### config.mk
export PLATFORM = sky130hd
export DESIGN_NAME = uart_tx_fifo
export DESIGN_NICKNAME = d
export VERILOG_FILES = /design/src/rtl/uart_tx_fifo.sv
export SDC_FILE = /design/constraint.sdc
export NUM_CORES = 1
export LEC_CHECK = 0
export ABC_AREA = 1
export BUFFER_PORTS_ARGS = -buffer_cell sky130_fd_sc_hd__buf_2
export CORE_UTILIZATION = 35
export DETAILED_ROUTE_END_ITERATION = 10
export GPL_ROUTABILITY_DRIVEN = 0
export GPL_TIMING_DRIVEN = 0
export PLACE_DENSITY = 0.5
export SLEW_MARGIN = 20
export SYNTH_ARGS = -nofsm -noshare
export SYNTH_HDL_FRONTEND = slang
export SYNTH_SLANG_ARGS = --single-unit
### constraint.sdc
create_clock -name clk -period 2.9 [get_ports clk]
set_input_delay 0.29 -clock clk [delete_from_list [all_inputs] [get_ports clk]]
set_output_delay 0.29 -clock clk [all_outputs]
set_load 0.02 [all_outputs]
### src/rtl/uart_tx_fifo.sv
// Buffered 8N1 UART transmitter: byte FIFO feeding a serialiser that emits frames back-to-back.
// Optional even parity (8E1) when UART_TX_PARITY_EN is defined.
module uart_tx_fifo #(
  parameter int DELAY_FRAMES = 234,
  parameter int FIFO_DEPTH   = 8
) (
  input  logic                          clk,
  input  logic                          rst_n,
  input  logic [7:0]                    in_data,
  input  logic                          in_valid,
  output logic                          in_ready,
  output logic                          uart_tx,
  output logic                          busy,
  output logic [$clog2(FIFO_DEPTH):0]   fifo_count
);

  localparam int AW = $clog2(FIFO_DEPTH);
  localparam int BW = $clog2(DELAY_FRAMES);
  localparam logic [BW-1:0] BAUD_MAX = BW'(DELAY_FRAMES - 1);
  localparam logic [AW:0]   CNT_FULL = (AW+1)'(FIFO_DEPTH);

`ifdef UART_TX_PARITY_EN
  typedef enum logic [2:0] {S_IDLE, S_START, S_DATA, S_PARITY, S_STOP} state_t;
`else
  typedef enum logic [1:0] {S_IDLE, S_START, S_DATA, S_STOP} state_t;
`endif

  logic [7:0]    r_mem [FIFO_DEPTH];
  logic [AW-1:0] r_wr_ptr, r_rd_ptr;
  logic [AW:0]   r_count;
  state_t        r_state, w_state_nxt;
  logic [BW-1:0] r_baud, w_baud_nxt;
  logic [2:0]    r_bit, w_bit_nxt;
  logic [7:0]    r_shift, w_shift_nxt;
  logic          r_tx, w_tx_nxt;
  logic          w_push, w_pop, w_empty, w_baud_end;
  logic [7:0]    w_fifo_dout;
`ifdef UART_TX_PARITY_EN
  logic          r_par, w_par_nxt;
`endif

  assign w_empty     = (r_count == '0);
  assign in_ready    = (r_count != CNT_FULL);
  assign w_push      = in_valid && in_ready;
  assign w_fifo_dout = r_mem[r_rd_ptr];
  assign w_baud_end  = (r_baud == BAUD_MAX);
  assign busy        = (r_state != S_IDLE) || !w_empty;
  assign fifo_count  = r_count;
  assign uart_tx     = r_tx;

  always_ff @(posedge clk) begin
    if (w_push) r_mem[r_wr_ptr] <= in_data;
  end

  always_ff @(posedge clk or negedge rst_n) begin
    if (!rst_n) begin
      r_wr_ptr <= '0;
      r_rd_ptr <= '0;
      r_count  <= '0;
    end else begin
      if (w_push) r_wr_ptr <= r_wr_ptr + 1'b1;
      if (w_pop)  r_rd_ptr <= r_rd_ptr + 1'b1;
      case ({w_push, w_pop})
        2'b10:   r_count <= r_count + 1'b1;
        2'b01:   r_count <= r_count - 1'b1;
        default: r_count <= r_count;
      endcase
    end
  end

  // The line level is computed one cycle ahead so uart_tx comes straight from a flop.
  always_comb begin
    w_state_nxt = r_state;
    w_baud_nxt  = r_baud;
    w_bit_nxt   = r_bit;
    w_shift_nxt = r_shift;
    w_tx_nxt    = r_tx;
    w_pop       = 1'b0;
`ifdef UART_TX_PARITY_EN
    w_par_nxt   = r_par;
`endif
    case (r_state)
      S_IDLE: begin
        w_tx_nxt = 1'b1;
        if (!w_empty) begin
          w_pop       = 1'b1;
          w_shift_nxt = w_fifo_dout;
`ifdef UART_TX_PARITY_EN
          w_par_nxt   = ^w_fifo_dout;
`endif
          w_baud_nxt  = '0;
          w_bit_nxt   = '0;
          w_state_nxt = S_START;
          w_tx_nxt    = 1'b0;
        end
      end
      S_START: begin
        if (w_baud_end) begin
          w_baud_nxt  = '0;
          w_state_nxt = S_DATA;
          w_tx_nxt    = r_shift[0];
        end else begin
          w_baud_nxt  = r_baud + 1'b1;
          w_tx_nxt    = 1'b0;
        end
      end
      S_DATA: begin
        if (w_baud_end) begin
          w_baud_nxt = '0;
          if (r_bit == 3'd7) begin
`ifdef UART_TX_PARITY_EN
            w_state_nxt = S_PARITY;
            w_tx_nxt    = r_par;
`else
            w_state_nxt = S_STOP;
            w_tx_nxt    = 1'b1;
`endif
          end else begin
            w_bit_nxt   = r_bit + 1'b1;
            w_shift_nxt = {1'b0, r_shift[7:1]};
            w_tx_nxt    = r_shift[1];
          end
        end else begin
          w_baud_nxt = r_baud + 1'b1;
        end
      end
`ifdef UART_TX_PARITY_EN
      S_PARITY: begin
        if (w_baud_end) begin
          w_baud_nxt  = '0;
          w_state_nxt = S_STOP;
          w_tx_nxt    = 1'b1;
        end else begin
          w_baud_nxt  = r_baud + 1'b1;
        end
      end
`endif
      S_STOP: begin
        w_tx_nxt = 1'b1;
        if (w_baud_end) begin
          w_baud_nxt = '0;
          if (!w_empty) begin
            w_pop       = 1'b1;
            w_shift_nxt = w_fifo_dout;
`ifdef UART_TX_PARITY_EN
            w_par_nxt   = ^w_fifo_dout;
`endif
            w_bit_nxt   = '0;
            w_state_nxt = S_START;
            w_tx_nxt    = 1'b0;
          end else begin
            w_state_nxt = S_IDLE;
          end
        end else begin
          w_baud_nxt = r_baud + 1'b1;
        end
      end
      default: begin
        w_state_nxt = S_IDLE;
        w_tx_nxt    = 1'b1;
      end
    endcase
  end

  always_ff @(posedge clk or negedge rst_n) begin
    if (!rst_n) begin
      r_state <= S_IDLE;
      r_baud  <= '0;
      r_bit   <= '0;
      r_shift <= '0;
      r_tx    <= 1'b1;
`ifdef UART_TX_PARITY_EN
      r_par   <= 1'b0;
`endif
    end else begin
      r_state <= w_state_nxt;
      r_baud  <= w_baud_nxt;
      r_bit   <= w_bit_nxt;
      r_shift <= w_shift_nxt;
      r_tx    <= w_tx_nxt;
`ifdef UART_TX_PARITY_EN
      r_par   <= w_par_nxt;
`endif
    end
  end

endmodule

==> run_results.csv <==
group,metric,value,unit
yosys,synth_edf_count,64,
cts,cts_buffer_depth,2,
grt,grt_pass1_wl,15300,um
setup_path,rrSetupSlack,0.35,ns
timing,fin_tns_setup,0,ns
setup_path,worstPathArrival,2.79,ns
setup_path,crit_chain,"inv_1 -> ha_1 -> nand2_1 -> nor2_2 -> nand2_2 -> inv_1 -> nand3_1 -> nand2_1 -> nand2_1 -> inv_1 -> ha_1 -> xor2_2 -> ha_1 -> a21oi_2 -> nor2_1 -> nand3b_1 -> o21a_1",
yosys,ys_ff_latch,96,
yosys,synthMostInstantiatedCell,"nand2_1",
drt,dr.pass1.iters,4,
die,rows,40,
timing,worst_pin_slew,0.920,ns
yosys,async_flop_share,33.3,%
cts,h-tree-depth,3,
setup_path,path_buf_inv,3,
drt,vias,3083,
die,core,12200,um2
pwr,p_sw_share,39.3,%
layout,stdcell_area,5060,um2
place,dp_hpwl,6150,um
cts,cts.clk_slew.worst_paths,0.07,ns
cts,cts_root_buf,"clkbuf_16",
layout,finalNetCount,499,
grt,grt_max_degree,33,
cts,cts_setup_buffers,0,
setup_path,critPathKind,"flop to flop",
setup_path,endpoint_kind,"flop",
place,postPlaceCellArea,4720,um2
cts,cts_tree,"yes",
timing,hold_viol_final,0,
setup_path,slowest_stage,"dfrtp_1",
cts,insertion_delay,0.35,ns
timing,fin_crit_sh,87.8,%
timing,max_freq,393,MHz
grt,track_usage,15.9,%
die,die_h,114,um
layout,drive_gt1_share,12.9,%
cts,cts_buffers,9,
pwr,ir_drop,0.410,mV
timing,setup_violations,0,
place,io_buffers,17,
setup_path,required,3.14,ns
pwr,p_switching,0.00212,W
min_path,hold_path.class,"primary input to asynchronous set/reset pin",
drt,drc,0,
grt,grt_pass1_vias,2966,
pwr,p_seq_share,36.5,%
cts,cts_hold_buf,0,
grt,antenna_found_initial,0,
timing,drv_slew,0,
cts,post_cts_resized,0,
drt,wl_per_cell,14.6,um
drt,drtAntennaViolNets,0,
drt,first_iter_violations,148,
die,fp.dieArea,13100,um2
setup_path,startpoint_type,"flop",
yosys,yosys.area.top_type,"edfxtp_1",
status,status,"finished clean",
die,die_w,114,um
grt,grt_overflow,0,
yosys,synth_area_leaders,"edfxtp_1 43%, dfrtp_1 18%, nand2_1 12%",
pwr,p_leak,2.18,nW
flow_run,max_cap_viol_count,0,
drt,drt-total-wl,9420,um
pwr,power_density,1070,nW/um2
layout,area_growth,14.3,%
timing,clock_skew,0.00650,ns
yosys,ys_seq_area_share,61.6,%
setup_path,critPathTopFamily,"simple AND/OR/NAND/NOR gates",
timing,fin_crit,2.55,ns
pwr,clkPwrFrac,24.1,%
yosys,synth_top_area_share,43.5,%
yosys,synthFlopType,"edfxtp_1",
cts,cts.sinks,96,
timing,rsz0062_at_grt,"no",
yosys,yosys_warnings,0,
die,pin_count,18,
yosys,synth.distinct_cells,30,
yosys,synth_area,4420,um2
yosys,syn_nets,471,
layout,fin_util,41.6,%
layout,antenna_cells,0,
setup_path,cpPeakStageDelay,0.40,ns
timing,max-slew-margin-rel,38.5,%
timing,fin_hold_ws,0.00569,ns
pwr,comb_power_share,39.4,%
yosys,postSynthAreaPerCell,9.92,um2
die,start_util,36.4,%
yosys,synthCells,446,
yosys,synthTopCellsByCount,"137 x nand2_1, 74 x nand3_1, 64 x edfxtp_1",
pwr,internal_power,0.00327,W
drt,via_per_inst,4.77,
setup_path,cp_max_fo,7,
[cells by family (layout without fill, tap and decap cells)]
| logic type | count (synthesis) | in the layout | synth area share, % |
|---|---|---|---|
| AOI/OAI and AO/OA | 28 | 28 | 3.59 |
| buffers and inverters | 51 | 84 | 4.95 |
| adders and majority gates | 14 | 14 | 3.96 |
| xor gates and xnor gates | 7 | 7 | 1.39 |
| and+or+nand+nor | 250 | 250 | 24.5 |
| DFF | 96 | 96 | 61.6 |
[path summary, 6_finish.rpt]
path                                  to        from  depth (start not counted)
min                             r_bit[2]       rst_n                          1
max                        fifo_count[2]   r_baud[1]                         17
min reg2reg                   r_shift[5]  r_shift[5]                          2
max reg2reg                fifo_count[2]   r_baud[1]                         17
min in group clk             r_mem[5][1]  in_data[1]                          1
max in group asynchronous     r_shift[4]       rst_n                          1
[layer usage]
layer	vias up	track usage, %	wire length (um)
met5	-	0	0
met3	17	4.02	420
met1	1458	19.3	4250
li1	1553	-	-
met4	0	6.32	210
met2	55	27.0	4530
[power groups by stage]
stage / combinational (W) / sequential, W / clock, W
after global routing: 0.00242 / 0.00200 / 0.00138
after CTS: 0.00213 / 0.00196 / 0.00132
after global placement: 0.00209 / 0.00198 / 0
after detailed placement: 0.00213 / 0.00199 / 0
final: 0.00213 / 0.00197 / 0.00130
after floorplan: 0.00152 / 0.00199 / 0
[registers in the layout, indices dropped and copies added (netlist names)]
| register | count |
|---|---|
| r_mem | 64 |
| r_baud | 8 |
| r_shift | 8 |
| fifo_count | 4 |
| r_bit | 3 |
| r_rd_ptr | 3 |
| r_wr_ptr | 3 |
| r_state | 2 |
| uart_tx | 1 |
[stage by stage]
step / power (W) / cells / worst slack, ns
after floorplan: 0.00351 / 446 / 0.611
after global placement: 0.00408 / 631 / 0.365
after detailed placement: 0.00412 / 631 / 0.317
after CTS: 0.00542 / 647 / 0.301
after global routing: 0.00580 / 647 / 0.0395
final: 0.00539 / 647 / 0.353
[placed cells by master (no fill, tap or decap), drive strengths merged, types with 2 or more instances in the layout]
cell / netlist / final
inv: 36 / 38
ha: 14 / 14
xnor2: 2 / 2
clkbuf: 4 / 13
a21oi: 3 / 3
nand3: 74 / 74
nand2: 142 / 142
o22ai: 4 / 4
buf: 11 / 28
dfrtp: 31 / 31
o21ai: 15 / 15
nor2: 22 / 22
xor2: 5 / 5
bufinv: 0 / 2
nand4: 4 / 4
edfxtp: 64 / 64
or2: 7 / 7
clkinv: 0 / 2
o31ai: 2 / 2
[area by class of cell]
| type | count | area (um2) |
|---|---|---|
| Buffer | 15 | 83.8 |
| Fill cell | 1185 | 7110 |
| Inverter | 36 | 135 |
| Clock inverter | 7 | 101 |
| Multi-Input combinational cell | 299 | 1490 |
| Sequential cell | 96 | 2720 |
| Timing Repair Buffer | 17 | 85.1 |
| Tap cell | 168 | 210 |
| Clock buffer | 9 | 225 |
(Power assumes the default switching activity.)
